`src/rtl/random_engine_seq_ctrl.sv`:
```
// random_engine_seq_ctrl: seed/warm-up/run control FSM with burst mode for the LFSR random engine
module random_engine_seq_ctrl #(
    parameter int CNT_W  = 8,
    parameter int WARMUP = 4
) (
    input  logic             clk,
    input  logic             rst,
    input  logic             start,
    input  logic             stop,
    input  logic             mode,
    input  logic [CNT_W-1:0] burst_len,
    output logic             seed_load,
    output logic             lfsr_en,
    output logic             out_val,
    input  logic             out_rdy,
    output logic             active,
    output logic             done,
    output logic [CNT_W-1:0] count
);
    localparam int WW = WARMUP > 0 ? $clog2(WARMUP + 1) : 1;
    localparam logic [1:0] IDLE = 2'd0, SEED = 2'd1, WARM = 2'd2, RUN = 2'd3;
    localparam logic [WW-1:0] WARM_INIT = WW'(WARMUP);
    logic [1:0]       state_q, state_d;
    logic [CNT_W-1:0] count_q, count_d, len_q, len_d;
    logic             mode_q, mode_d, done_q, done_d;
    logic [WW-1:0]    warm_q, warm_d;
    logic             xfer, last;
    assign xfer      = state_q == RUN && out_rdy;
    assign last      = xfer && mode_q && count_q + CNT_W'(1) == len_q;
    assign seed_load = state_q == SEED;
    assign lfsr_en   = state_q == WARM || xfer;
    assign out_val   = state_q == RUN;
    assign active    = state_q != IDLE;
    assign done      = done_q;
    assign count     = count_q;
    always_comb begin
        state_d = state_q;
        count_d = xfer ? count_q + CNT_W'(1) : count_q;
        len_d   = len_q;
        mode_d  = mode_q;
        warm_d  = warm_q;
        done_d  = last;
        case (state_q)
            IDLE: if (start && (!mode || burst_len != '0)) begin
                state_d = SEED;
                count_d = '0;
                len_d   = burst_len;
                mode_d  = mode;
            end
            SEED: begin
                warm_d  = WARM_INIT;
                state_d = WARMUP > 0 ? WARM : RUN;
            end
            WARM: begin
                warm_d  = warm_q - WW'(1);
                state_d = warm_q == WW'(1) ? RUN : WARM;
            end
            default: state_d = last ? IDLE : RUN;
        endcase
        // stop aborts any run; a coincident transfer has already been counted above
        if (state_q != IDLE && stop) state_d = IDLE;
    end
    always_ff @(posedge clk) begin
        if (!rst) begin
            state_q <= IDLE;
            count_q <= '0;
            len_q   <= '0;
            mode_q  <= 1'b0;
            done_q  <= 1'b0;
            warm_q  <= '0;
        end else begin
            state_q <= state_d;
            count_q <= count_d;
            len_q   <= len_d;
            mode_q  <= mode_d;
            done_q  <= done_d;
            warm_q  <= warm_d;
        end
    end
endmodule

```
`config.mk`:
```
export PLATFORM = sky130hd
export DESIGN_NAME = random_engine_seq_ctrl
export DESIGN_NICKNAME = d
export VERILOG_FILES = /design/src/rtl/random_engine_seq_ctrl.sv
export SDC_FILE = /design/constraint.sdc
export NUM_CORES = 1
export LEC_CHECK = 0
export CAP_MARGIN = 10
export CELL_PAD_IN_SITES_DETAIL_PLACEMENT = 0
export CELL_PAD_IN_SITES_GLOBAL_PLACEMENT = 1
export CORE_ASPECT_RATIO = 1.2
export CORE_MARGIN = 2
export CORE_UTILIZATION = 30
export CTS_CLUSTER_DIAMETER = 120
export CTS_CLUSTER_SIZE = 12
export DETAILED_ROUTE_END_ITERATION = 8
export DONT_BUFFER_PORTS = 1
export GPL_TIMING_DRIVEN = 0
export PLACE_DENSITY_LB_ADDON = 0.05
export SLEW_MARGIN = 10
export SYNTH_ARGS = -nofsm -noshare
export SYNTH_HDL_FRONTEND = slang
export SYNTH_SLANG_ARGS = --single-unit
```
`constraint.sdc`:
```
create_clock -name clk -period 4.75 [get_ports clk]
set_input_delay 1.1875 -clock clk [delete_from_list [all_inputs] [get_ports clk]]
set_output_delay 1.1875 -clock clk [all_outputs]
set_load 0.01 [all_outputs]
```
; After elaboration in Yosys (flattened, before gate mapping)
; Index checks and enable logic that the tools add are counted.
[classes]
reduce_logical = 14
n_eq_ne = 6
bitwise = 1
addsub = 2
muxes = 8
[op_table]
columns = operator, count
row1 = 8-bit two-way mux, 3
row2 = "8-bit by 1-bit adder with 8-bit output, second input constant", 1
row3 = 8-bit equality test, 1
row4 = 8-bit nonzero test, 1
row5 = 2-bit case mux with 3 select lines, 1
row6 = 3-bit case mux with 2 select lines, 1
row7 = 1-bit logical AND, 5
row8 = "2-bit equality test, second input constant", 2
row9 = 2-bit two-way mux, 2
row10 = 2-bit nonzero test, 2
row11 = "3-bit by 1-bit equality test with 1-bit output, second input constant", 1
row12 = "3-bit by 1-bit subtractor with 3-bit output, second input constant", 1
row13 = "2-bit by 1-bit equality test with 1-bit output, second input constant", 1
row14 = 2-bit zero test, 1
row15 = 1-bit logical OR, 2
row16 = "2-bit inequality test, second input constant", 1
row17 = 2-bit AND reduction, 1
row18 = 2-bit OR reduction, 1
row19 = 1-bit zero test, 1
row20 = 1-bit two-way mux, 1
row21 = 1-bit inverter, 1
[totals]
output_inout_bits = 13
reg_bits = 23

; Longest topological paths before layout
[logic_depth]
word_depth = 6
ltp_mapped = 7

; Worst setup path before layout
; No wires, ideal clock.
[synth_timing]
path_kind = input -> output
from = in out_rdy
to = out lfsr_en
arrival_time_ps = 1501
required_ps = 3563
path_stages = 2
setup_slack_ps = 2062
cell_sequence = nand2_1 > nand2b_1
[synth_via]
elab_chain_cells = 2
[synth_rtl]
columns = item, line_no
row1 = from (decl), 15  ; input logic out_rdy,
row2 = 1-bit logical AND, 28  ; assign xfer = state_q == RUN && out_rdy;
row3 = 1-bit logical OR, 31  ; assign lfsr_en = state_q == WARM || xfer;
row4 = to (decl), 13  ; output logic lfsr_en,
; No other way between the ends.

; Final worst setup path
; Ends and elaborated chain as after synthesis.

==> results.sh <==
export IMPL_outcome="complete, no violations"
export IMPL_drcViolationCount=0
export IMPL_hold_buffers=0
export IMPL_final_util_pct=34.3
export IMPL_relSlewSlack_pct=72.1
export IMPL_post_cts_buffers=0
export IMPL_vias=938
export IMPL_worst_ep_required_time_ns=3.56
export IMPL_synth_cells=142
export IMPL_ant_nets=0
export IMPL_wl_per_cell_um=13.9
export IMPL_clk_latency_ns=0.26
export IMPL_postSynthAreaPerCell_um2=8.89
export IMPL_vias_per_cell=4.69
export IMPL_endpoint="lfsr_en"
export IMPL_synth_top_area_share_pct=36.5
export IMPL_drive_gt1_share_pct=8.22
export IMPL_crit_cells=2
export IMPL_power_density_nw_per_um2=400
export IMPL_synth_edf_count=0
export IMPL_min_path_type="flop to flop"
export IMPL_finalWirelength_um=2780
export IMPL_grt_ovfl_total=0
export IMPL_drv_slew=0
export IMPL_p_seq_share_pct=43.8
export IMPL_p_int_uw=358
export IMPL_initial_core_util_pct=31.5
export IMPL_crit_type="input port to output port"
export IMPL_crit_family="simple AND/OR/NAND/NOR gates"
export IMPL_n_antenna_cell=0
export IMPL_die_area_um2=4750
export IMPL_core_area_um2=4000
export IMPL_worstSetupStartpointType="input port"
export IMPL_pwr_share_comb_pct=34.1
export IMPL_cp_data_arrival_time_ns=1.65
export IMPL_setup_tns_final_ns=0
export IMPL_path_max_fanout=9
export IMPL_grt_max_degree=13
export IMPL_synth_common_cells="23 x dfxtp_1, 15 x nand2_1, 14 x nor2_1, 14 x xnor2_1, 11 x nand3_1"
export IMPL_fp_dieW_um=63.2
export IMPL_maxCapViolCount=0
export IMPL_whs_ns=0.467
export IMPL_fin_crit_ns=2.84
export IMPL_ys_async_sr_fraction_pct=0
export IMPL_nets=168
export IMPL_fin_crit_sh_pct=59.7
export IMPL_cp_num_buf_inv=0
export IMPL_drt_pass1_iter_count=4
export IMPL_cts_buffers=3
export IMPL_hold_viol_final=0
export IMPL_fmax_mhz=353
export IMPL_io_buffers=0
export IMPL_path_cells="nand2_1 > nand2b_1"
export IMPL_worst_pin_slew_ns=0.419
export IMPL_cts_root_buf="clkbuf_8"
export IMPL_grt_pass1_vias=986
export IMPL_setup_viol=0
export IMPL_cts_resized=0
export IMPL_synth_largest_area_cell="dfxtp_1"
export IMPL_antenna_found_initial=0
export IMPL_ys_seq_area_share_pct=36.5
export IMPL_num_rows=25
export IMPL_dpl_hpwl_um=2260
export IMPL_instances_no_fill=200
export IMPL_yosysMostFrequentCell="dfxtp_1"
export IMPL_htree_levels=1
export IMPL_drt_iter0_markers=39
export IMPL_crit_slowest_cell="nand2_1"
export IMPL_cp_end_kind="output port"
export IMPL_syn_area_um2=1260
export IMPL_rr_worst_depth=6
export IMPL_synthToLayoutAreaGrowth_pct=8.92
export IMPL_gp_congestion=0.695
export IMPL_grt_pass1_wl_um=4760
export IMPL_placed_cells=196
export IMPL_grt_usage_pct=13.3
export IMPL_clockBufferDepth=2
export IMPL_fin_skew_ns=0.00708
export IMPL_timing_rr_start="count[0]"
export IMPL_synthTopCellsByArea="dfxtp_1 36%, xnor2_1 9.7%, ha_1 6.9%, nand2_1 4.5%, nand3_1 4.4%"
export IMPL_clkPwrFrac_pct=22.2
export IMPL_cts_tree="built"
export IMPL_r2r_slack_ns=2.52
export IMPL_ys_flop_type="dfxtp_1"
export IMPL_clock_sinks=23
export IMPL_path_clk_slew_ns=0.08
export IMPL_crit_path_max_incr_delay_ns=0.28
export IMPL_die_h_um=75.1
export IMPL_p_leak_nw=0.490
export IMPL_ys_ff_latch=23
export IMPL_io_pins=27
export IMPL_synth_warnings=0
export IMPL_p_sw_uw=192
export IMPL_finalPower_uw=550
export IMPL_swShare_pct=34.9
export IMPL_cp_startpoint="out_rdy"
export IMPL_ir_drop_uv=186
export IMPL_syn_num_nets=163
export IMPL_rsz0062_at_grt="no"
export IMPL_ys_types=33
export IMPL_rr_endpoint="done"
tightest hold or removal path, stage by stage (launching register included):
cell and delay (ns):
dfxtp_1 0.32, nand2_1 0.05, a21boi_1 0.05
worst min path at each step:
stage          startpoint  endpoint  slack (ns)  cells past startpoint
2_1_floorplan    len_q[0]  len_q[0]        0.45                      2
3_3_place_gp     len_q[7]  len_q[7]        0.46                      2
3_5_place_dp     len_q[7]  len_q[7]        0.46                      2
4_1_cts          len_q[7]  len_q[7]        0.47                      2
5_1_grt          len_q[1]  len_q[1]        0.50                      2
6_report         len_q[7]  len_q[7]        0.47                      2
cells in the final DEF, fill, tap and decap left out, types with 3 or more instances in the layout:
| master | netlist | routed |
|---|---|---|
| ha_1 | 7 | 7 |
| clkbuf_8 | 0 | 3 |
| dfxtp_1 | 23 | 23 |
| inv_1 | 5 | 5 |
| xnor2_1 | 14 | 14 |
| nand2_1 | 15 | 15 |
| a21boi_1 | 6 | 6 |
| nor2b_1 | 3 | 3 |
| nand3_1 | 11 | 11 |
| xor2_1 | 6 | 6 |
| nor2_1 | 14 | 14 |
| and2_1 | 3 | 3 |
| clkbuf_1 | 3 | 4 |
| mux2i_1 | 4 | 4 |
sequential cells by signal (all words and copies together) (netlist names):
name,flops
warm_q,3
mode_q,1
state_q,2
done,1
count,8
len_q,8
area by class of cell:
cell class / count / area (um2)
fill: 457 / 2630
inverter: 5 / 18.8
buffer: 4 / 22.5
tap: 54 / 67.6
multi-input combinational: 110 / 761
sequential: 23 / 460
clock buffer: 4 / 45.0
stage by stage:
step	setup slack (ns)	area, um2
after global placement	1.87	1330
after global routing	1.82	1380
final	1.91	1380
after detailed placement	1.89	1330
after CTS	1.89	1380
after floorplan	2.06	1260
power by group through the flow:
stage	sequential (mW)	combinational (mW)	clock, mW
finish	0.241	0.187	0.122
global route	0.245	0.212	0.137
CTS	0.242	0.192	0.130
detailed placement	0.246	0.191	0
global placement	0.245	0.188	0
floorplan	0.241	0.155	0
logic make-up (layout without fill, tap and decap cells):
kind of cell / Yosys count / in the layout / share of synthesized area [%]
buf+inv: 9 / 13 / 3.27
simple gates: 61 / 61 / 24.6
compound gates: 18 / 18 / 11.7
fa+ha+maj: 7 / 7 / 6.94
flops: 23 / 23 / 36.5
mux: 4 / 4 / 3.17
xor+xnor: 20 / 20 / 13.9
per-layer routing:
| layer | up-vias | global-route usage [%] | wire, um |
|---|---|---|---|
| li1 | 485 | - | - |
| met1 | 433 | 14.7 | 1160 |
| met2 | 16 | 24.2 | 1440 |
| met3 | 4 | 3.59 | 136 |
| met4 | 0 | 5.80 | 46 |
| met5 | - | 0 | 0 |
(Power assumes the default switching activity.)
